File: src/rtl/reset_sequencer.sv
// reset_sequencer: filters PLL lock flags, releases staged resets in order and performs glitch-safe TX clock-mux switching
// Ports:
//   i_sys_clk      system clock
//   i_sys_rst      synchronous active-high reset
//   i_pll_locked   asynchronous PLL lock flags, one per PLL
//   i_clk_sel_req  requested TX clock select (0=44k1, 1=48k), quasi-static
//   i_clear_sticky one-cycle pulse clearing o_lock_lost
//   o_clk_sel      registered select to the TX clock BUFGMUX
//   o_rst          sequenced active-high resets; the top bit is the TX domain
//   o_all_locked   filtered all-locked indication
//   o_lock_lost    sticky flag: a lock dropped after the first release began
//   o_busy         high whenever the sequencer is not in steady-state run
module reset_sequencer #(
   parameter int NUM_LOCKS   = 3,
   parameter int NUM_STAGES  = 2,
   parameter int SYNC_STAGES = 2,
   parameter int LOCK_FILTER = 16,
   parameter int STAGE_DELAY = 25,
   parameter int SWITCH_HOLD = 8,
   parameter int CNT_W       = 8
) (
   input  logic                  i_sys_clk,
   input  logic                  i_sys_rst,
   input  logic [NUM_LOCKS-1:0]  i_pll_locked,
   input  logic                  i_clk_sel_req,
   input  logic                  i_clear_sticky,
   output logic                  o_clk_sel,
   output logic [NUM_STAGES-1:0] o_rst,
   output logic                  o_all_locked,
   output logic                  o_lock_lost,
   output logic                  o_busy
);
   typedef enum logic [2:0] {WAIT_LOCK, RELEASE, RUN, SWITCH_PRE, SWITCH_POST} state_t;
   state_t state_q, state_d;
   logic [SYNC_STAGES-1:0][NUM_LOCKS-1:0] sync_q;
   logic [CNT_W-1:0] cnt_q, cnt_d;
   logic [NUM_STAGES-1:0] rst_q, rst_d;
   logic sel_q, sel_d, req_q, req_d, all_q, all_d, lost_q, lost_d, busy_q, busy_d, lk_all;
   assign lk_all = &sync_q[SYNC_STAGES-1];
   assign o_clk_sel = sel_q;
   assign o_rst = rst_q;
   assign o_all_locked = all_q;
   assign o_lock_lost = lost_q;
   assign o_busy = busy_q;
   always_ff @(posedge i_sys_clk) begin
      if (i_sys_rst) begin
         sync_q  <= '0;
         state_q <= WAIT_LOCK;
         cnt_q   <= '0;
         rst_q   <= '1;
         sel_q   <= 1'b0;
         req_q   <= 1'b0;
         all_q   <= 1'b0;
         lost_q  <= 1'b0;
         busy_q  <= 1'b1;
      end else begin
         sync_q  <= {sync_q[SYNC_STAGES-2:0], i_pll_locked};
         state_q <= state_d;
         cnt_q   <= cnt_d;
         rst_q   <= rst_d;
         sel_q   <= sel_d;
         req_q   <= req_d;
         all_q   <= all_d;
         lost_q  <= lost_d;
         busy_q  <= busy_d;
      end
   end
   // One counter serves the lock filter, the stage delay and both switch holds.
   // Stages are released by shifting zeros in from bit 0, so bit 0 always falls first.
   always_comb begin
      state_d = state_q;
      cnt_d   = cnt_q;
      rst_d   = rst_q;
      sel_d   = sel_q;
      req_d   = req_q;
      all_d   = all_q;
      lost_d  = i_clear_sticky ? 1'b0 : lost_q;
      case (state_q)
         WAIT_LOCK: begin
            if (cnt_q == CNT_W'(LOCK_FILTER)) begin
               state_d = RELEASE;
               all_d   = 1'b1;
               cnt_d   = '0;
            end else begin
               cnt_d = lk_all ? cnt_q + CNT_W'(1) : '0;
            end
         end
         RELEASE: begin
            if (cnt_q == CNT_W'(STAGE_DELAY - 1)) begin
               rst_d   = rst_q << 1;
               cnt_d   = '0;
               state_d = ((rst_q << 1) == '0) ? RUN : RELEASE;
            end else begin
               cnt_d = cnt_q + CNT_W'(1);
            end
         end
         RUN: begin
            if (sel_q != i_clk_sel_req) begin
               req_d = i_clk_sel_req;
               rst_d[NUM_STAGES-1] = 1'b1;
               cnt_d   = '0;
               state_d = SWITCH_PRE;
            end
         end
         SWITCH_PRE: begin
            if (cnt_q == CNT_W'(SWITCH_HOLD - 1)) begin
               sel_d   = req_q;
               cnt_d   = '0;
               state_d = SWITCH_POST;
            end else begin
               cnt_d = cnt_q + CNT_W'(1);
            end
         end
         SWITCH_POST: begin
            if (cnt_q == CNT_W'(SWITCH_HOLD - 1)) begin
               rst_d[NUM_STAGES-1] = 1'b0;
               cnt_d   = '0;
               state_d = RUN;
            end else begin
               cnt_d = cnt_q + CNT_W'(1);
            end
         end
         default: state_d = WAIT_LOCK;
      endcase
      // Lock loss overrides any stage or switch event decided above; the mux select is left alone.
      if (state_q != WAIT_LOCK && !lk_all) begin
         state_d = WAIT_LOCK;
         cnt_d   = '0;
         rst_d   = '1;
         all_d   = 1'b0;
         lost_d  = 1'b1;
      end
      busy_d = (state_d != RUN);
   end
endmodule

File: config.mk
export PLATFORM = sky130hd
export DESIGN_NAME = reset_sequencer
export DESIGN_NICKNAME = d
export VERILOG_FILES = /design/src/rtl/reset_sequencer.sv
export SDC_FILE = /design/constraint.sdc
export NUM_CORES = 1
export LEC_CHECK = 0
export CAP_MARGIN = 5
export CORE_AREA = 3 3 49 51
export CTS_BUF_LIST = sky130_fd_sc_hd__clkbuf_4 sky130_fd_sc_hd__clkbuf_8 sky130_fd_sc_hd__clkbuf_16
export DETAILED_ROUTE_END_ITERATION = 8
export DIE_AREA = 0 0 52 54
export HOLD_SLACK_MARGIN = 0.1
export PLACE_DENSITY = 0.78
export SYNTH_ARGS = -nofsm -noshare
export SYNTH_HDL_FRONTEND = slang
export SYNTH_SLANG_ARGS = --single-unit
File: constraint.sdc
create_clock -name i_sys_clk -period 5.3 [get_ports i_sys_clk]
set_input_delay 0.795 -clock i_sys_clk [delete_from_list [all_inputs] [get_ports i_sys_clk]]
set_output_delay 0.795 -clock i_sys_clk [all_outputs]
set_load 0.01 [all_outputs]
# Word level (Yosys, flattened, before mapping)
# Index checks and enable logic that the tools add are counted.
# classes
eq_ne	12
n_reduce_logical	17
muxes	20
add_sub_neg	1
# ops
op	n
$mux 8	5
$pmux 8 s4	1
$mux 3	6
$eq 8x5->1 const B	2
$pmux 3 s5	1
$reduce_and 2->1	5
$add 8x1->8 const B	1
$eq 8x3->1 const B	1
$eq 3x2->1 const B	2
$ne 2x2->1 const B	3
$reduce_bool 3->1	2
$mux 1	4
$mux 2	2
$reduce_and 4->1	1
$reduce_bool 4->1	1
$reduce_or 2->1	2
$eq 3x1->1 const B	1
$eq 3x3->1 const B	1
$logic_not 3->1	1
$ne 3x2->1 const B	1
$pmux 1 s3	1
$reduce_and 3->1	1
$logic_not 2->1	1
$reduce_bool 2->1	1
other kinds (3)	3
# word_totals
in_bits	7
out_inout_bits	6
regBits	24

# Logic depth before layout (Yosys ltp)
# depth
depth_word	6
mapped_depth	7

# Worst setup path after synthesis
# OpenSTA, ideal clock, no wires.
# synth_path
path_kind	register to register
start	reg cnt_q[3]
end	reg state_q[0]
setup_slack_ns	3.188
period_less_slack_ns	2.112
stages_incl_launch_ff	6
setup_time_ns	0.115
n_path_buf	0
required_ns	5.185
t_arrival_ns	1.998
cell_sequence	dfxtp_1 -> or4_4 -> or3_4 -> mux4_2 -> and2_1 -> and2_1
# synth_between
elab_chain_cells	4
# synth_lines
element	line_no	rtl
start, declared	36	logic [CNT_W-1:0] cnt_q, cnt_d;
start signal, assigned	59	cnt_q <= cnt_d;
$eq 8x3->1 (tied with other cells)	106, 115	
$mux 3 (on tied branches)	n/a	
$pmux 3 s5 *	78	case (state_q)
$mux 3 *	126	if (state_q != WAIT_LOCK && !lk_all) begin
end signal, assigned	58	state_q <= state_d;
end, declared	34	state_t state_q, state_d;
# Every way passes the cells marked *; elsewhere a longest branch is shown, timed or not.
# A chain may end at the register's enable or synchronous reset.

# Worst setup path after layout
# layout_path
start	in i_sys_rst
end	reg cnt_q[3]
# layout_between
elab_chain_cells	1
# layout_lines
element	line_no	rtl
start, declared	23	input logic i_sys_rst,
$reduce_or 2->1 (no line)	n/a	
# No other way between the ends.

==> results.md <==
- Outcome: complete, no violations
- Residual DRC count: 0
- Req. time, crit path: 5.53 ns
- Detailed Route Iter0 Violations: 26
- RSZ-0062 raised after global routing: no
- H-Tree Depth: 1
- Minimum clock period: approximately 2.3 ns
- Die Span X: around 52 um
- Max_cap viols: 0
- Largest net degree at the start of global routing: 15
- Post-CTS Setup Inserts: 0
- Layout area overhead: 17.3%
- Prevailing post-synth register cell: dfxtp_1
- Lkg Pwr: approximately 0.48 nW
- Async set or reset register ratio after synthesis: 0%
- Hold buffer count at cts: 0
- Chip height: roughly 54 um
- Final hold vios: 0
- Die ar.: 0.00281 mm^2
- Top cell type's share of synthesized area: ~43%
- IO buf count: 12
- Post-DP HPWL: ~1.7 mm
- Routed wire per std cell: around 13 um
- Worst hold path class: reg2reg
- Std-Cell Core Area: slightly below 0.002 mm^2
- Largest area contributor in the netlist: dfxtp_1
- Synth Net Count: roughly 140
- Initial Util: between 50% and 60%
- CTS root buf: clkbuf_4
- Relative max-transition margin: 56.3%
- CTS tree: built
- Clock latency on the worst-skew pair: approximately 0.32 ns
- Fin crit share: roughly 44%
- Ys Warns: 0
- ANT cells: 0
- Worst r2r dst: state_q[0]
- HP Start: sync_q[2]
- Kind of critical path: in2reg
- Worst-path clk slew: between 0.1 and 0.15 ns
- DRT Wirelength: 2.24 mm
- Type of origin of the critical path: input pin
- Yosys cell types: 35
- Vias in the first global route: around 870
- Gp weighted congestion: between 0.8 and 0.9
- Worst slew pin tran: between 0.6 and 0.7 ns
- Drt via density: approximately 5.7
- Worst EP arrival: 2.57 ns
- TritonCTS Buffers: 3
- Fin. max-slew vios: 0
- Via Count: between 900 and 1000
- Gr usage total: 18.8%
- Final clock skew: 0.00149 ns
- Fin Setup TNS: 0 ns
- Max Clock Freq: around 430 MHz
- Critical Path Fanout Max: 11
- FF-to-FF setup slack: a little over 3 ns
- First-pass GRT wire length: between 3 and 4 mm
- Total gr overflow: 0
- VDD IR-drop max: roughly 0.00015 V
- Synth Cell Area: approximately 0.0011 mm^2
- Clock Path Buffers: 2
- Post_cts resized: 0
- Mapped Avg Cell Area: 8.49 um^2
- Post-synth EDFFs: 0
- Nets: ~160
- Worst Reg-to-Reg Cells: 5
- Seq/Total Area, Yosys: between 40% and 50%
- Synth area leaders: dfxtp_1 43%, nand2_1 5.0%, nor2_1 4.7%
- Critical Path, Cell by Cell: clkdlybuf4s50_1 -> a21oi_1 -> o211a_1 -> nand3b_1 -> o311ai_0
- Worst reg2reg startpoint: cnt_q[3]
- CP endpoint kind: flip-flop
- Synth cell count leaders: 24 x dfxtp_1, 15 x nand2_1, 14 x nor2_1, 8 x nor2b_1, 8 x o21ai_0
- Post-synthesis register bit count: 24
- Crit path capture: cnt_q[3]
- Post-Synthesis Cells: approximately 130
- Crit. Startpoint: i_sys_rst
- Post-DRT Antenna Nets: 0
- Cell area after layout: ~0.0013 mm^2
- DRT Pass-1 Iters: 4
- Final setup viols: 0
- Worst stage delay on the critical path: approximately 0.6 ns
- Clock sink count: 24
- Row Count: 16
- Initial antenna violation count: 0
- Slowest CP cell: clkdlybuf4s50_1
- Area after DPL: roughly 0.0013 mm^2
- Cell Pwr Density: ~250 mW/mm^2
- I/O pin count: 13
- Share of layout cells above drive strength 1: about 5.5%
- Top-count cell post-synth: dfxtp_1
[cells in the final DEF (no fill, tap or decap), drive strengths merged, types with 2 or more instances in the layout]
cell | synthesis | layout
nor3 | 5 | 5
nand2 | 15 | 15
o211a | 2 | 2
a21o | 2 | 2
and2 | 5 | 5
o21ai | 8 | 8
dfxtp | 24 | 24
o211ai | 2 | 2
clkdlybuf4s50 | 0 | 12
nand3b | 3 | 3
a21oi | 5 | 5
nor2b | 8 | 8
xnor2 | 4 | 4
ha | 2 | 2
inv | 5 | 5
clkbuf | 3 | 3
or3 | 2 | 2
nor2 | 14 | 14
nand4 | 4 | 4
nand2b | 2 | 2
nand3 | 4 | 4
[logic make-up after synthesis]
kind of cell,Yosys count,synth area share (%)
and+or+nand+nor,68,32.2
muxes,2,2.88
buffers and inverters,8,2.66
adders and majority gates,2,2.21
DFF,24,42.5
AOI/OAI and AO/OA,24,13.6
xor gates and xnor gates,5,3.88
[sequential cells by signal (all words and copies together) (netlist names)]
name          count
cnt_q             8
sync_q            6
state_q           3
o_rst             2
o_all_locked      1
o_busy            1
o_clk_sel         1
o_lock_lost       1
req_q             1
[stage by stage]
stage                     power (mW)  hold WS [ns]  util [%]  cells  setup slack (ns)
final                          0.327         0.457      66.9    173              2.96
after global routing           0.338         0.475      66.9    173              2.86
after detailed placement       0.196         0.430      64.2    169              2.62
after CTS                      0.329         0.460      66.9    173              2.98
after global placement         0.196         0.422      64.2    169              2.74
after floorplan                0.191         0.414         -    133              3.19
[critical path: cells and delay by family]
kind / cells / cell delay [ns]
AO/OA/AOI/OAI: 3 / 1.04
buffers and inverters: 1 / 0.60
AND/OR/NAND/NOR: 1 / 0.14
[power breakdown]
group	internal (mW)	switching, mW
Clock	0.0766	0.0580
Sequential	0.183	0.000489
Combinational	0.00559	0.00339
[cell type report]
| type | instances | area [um^2] |
|---|---|---|
| clock inverters | 1 | 30.0 |
| flip-flops and latches | 24 | 480 |
| clock buffers | 3 | 22.5 |
| fillers | 172 | 657 |
| well taps | 27 | 33.8 |
| repair buffers | 12 | 120 |
| multi-input cells | 101 | 619 |
| inverters | 5 | 18.8 |
[per-layer routing]
metal	vias to the layer above	global-route usage [%]	part of all wire (%)
li1	493	-	-
met1	449	24.3	45
met2	39	29.7	46
met3	5	2.77	6.7
met4	0	10.9	2.2
met5	-	0	0
[worst min-delay path by stage]
stage	slack [ns]	to	depth (start not counted)
floorplan	0.41	sync_q[3]	1
finish	0.46	sync_q[5]	1
global placement	0.42	sync_q[3]	1
CTS	0.46	sync_q[5]	1
global route	0.47	sync_q[5]	1
detailed placement	0.43	sync_q[5]	1
No activity file was read; power rests on OpenSTA's default activity.
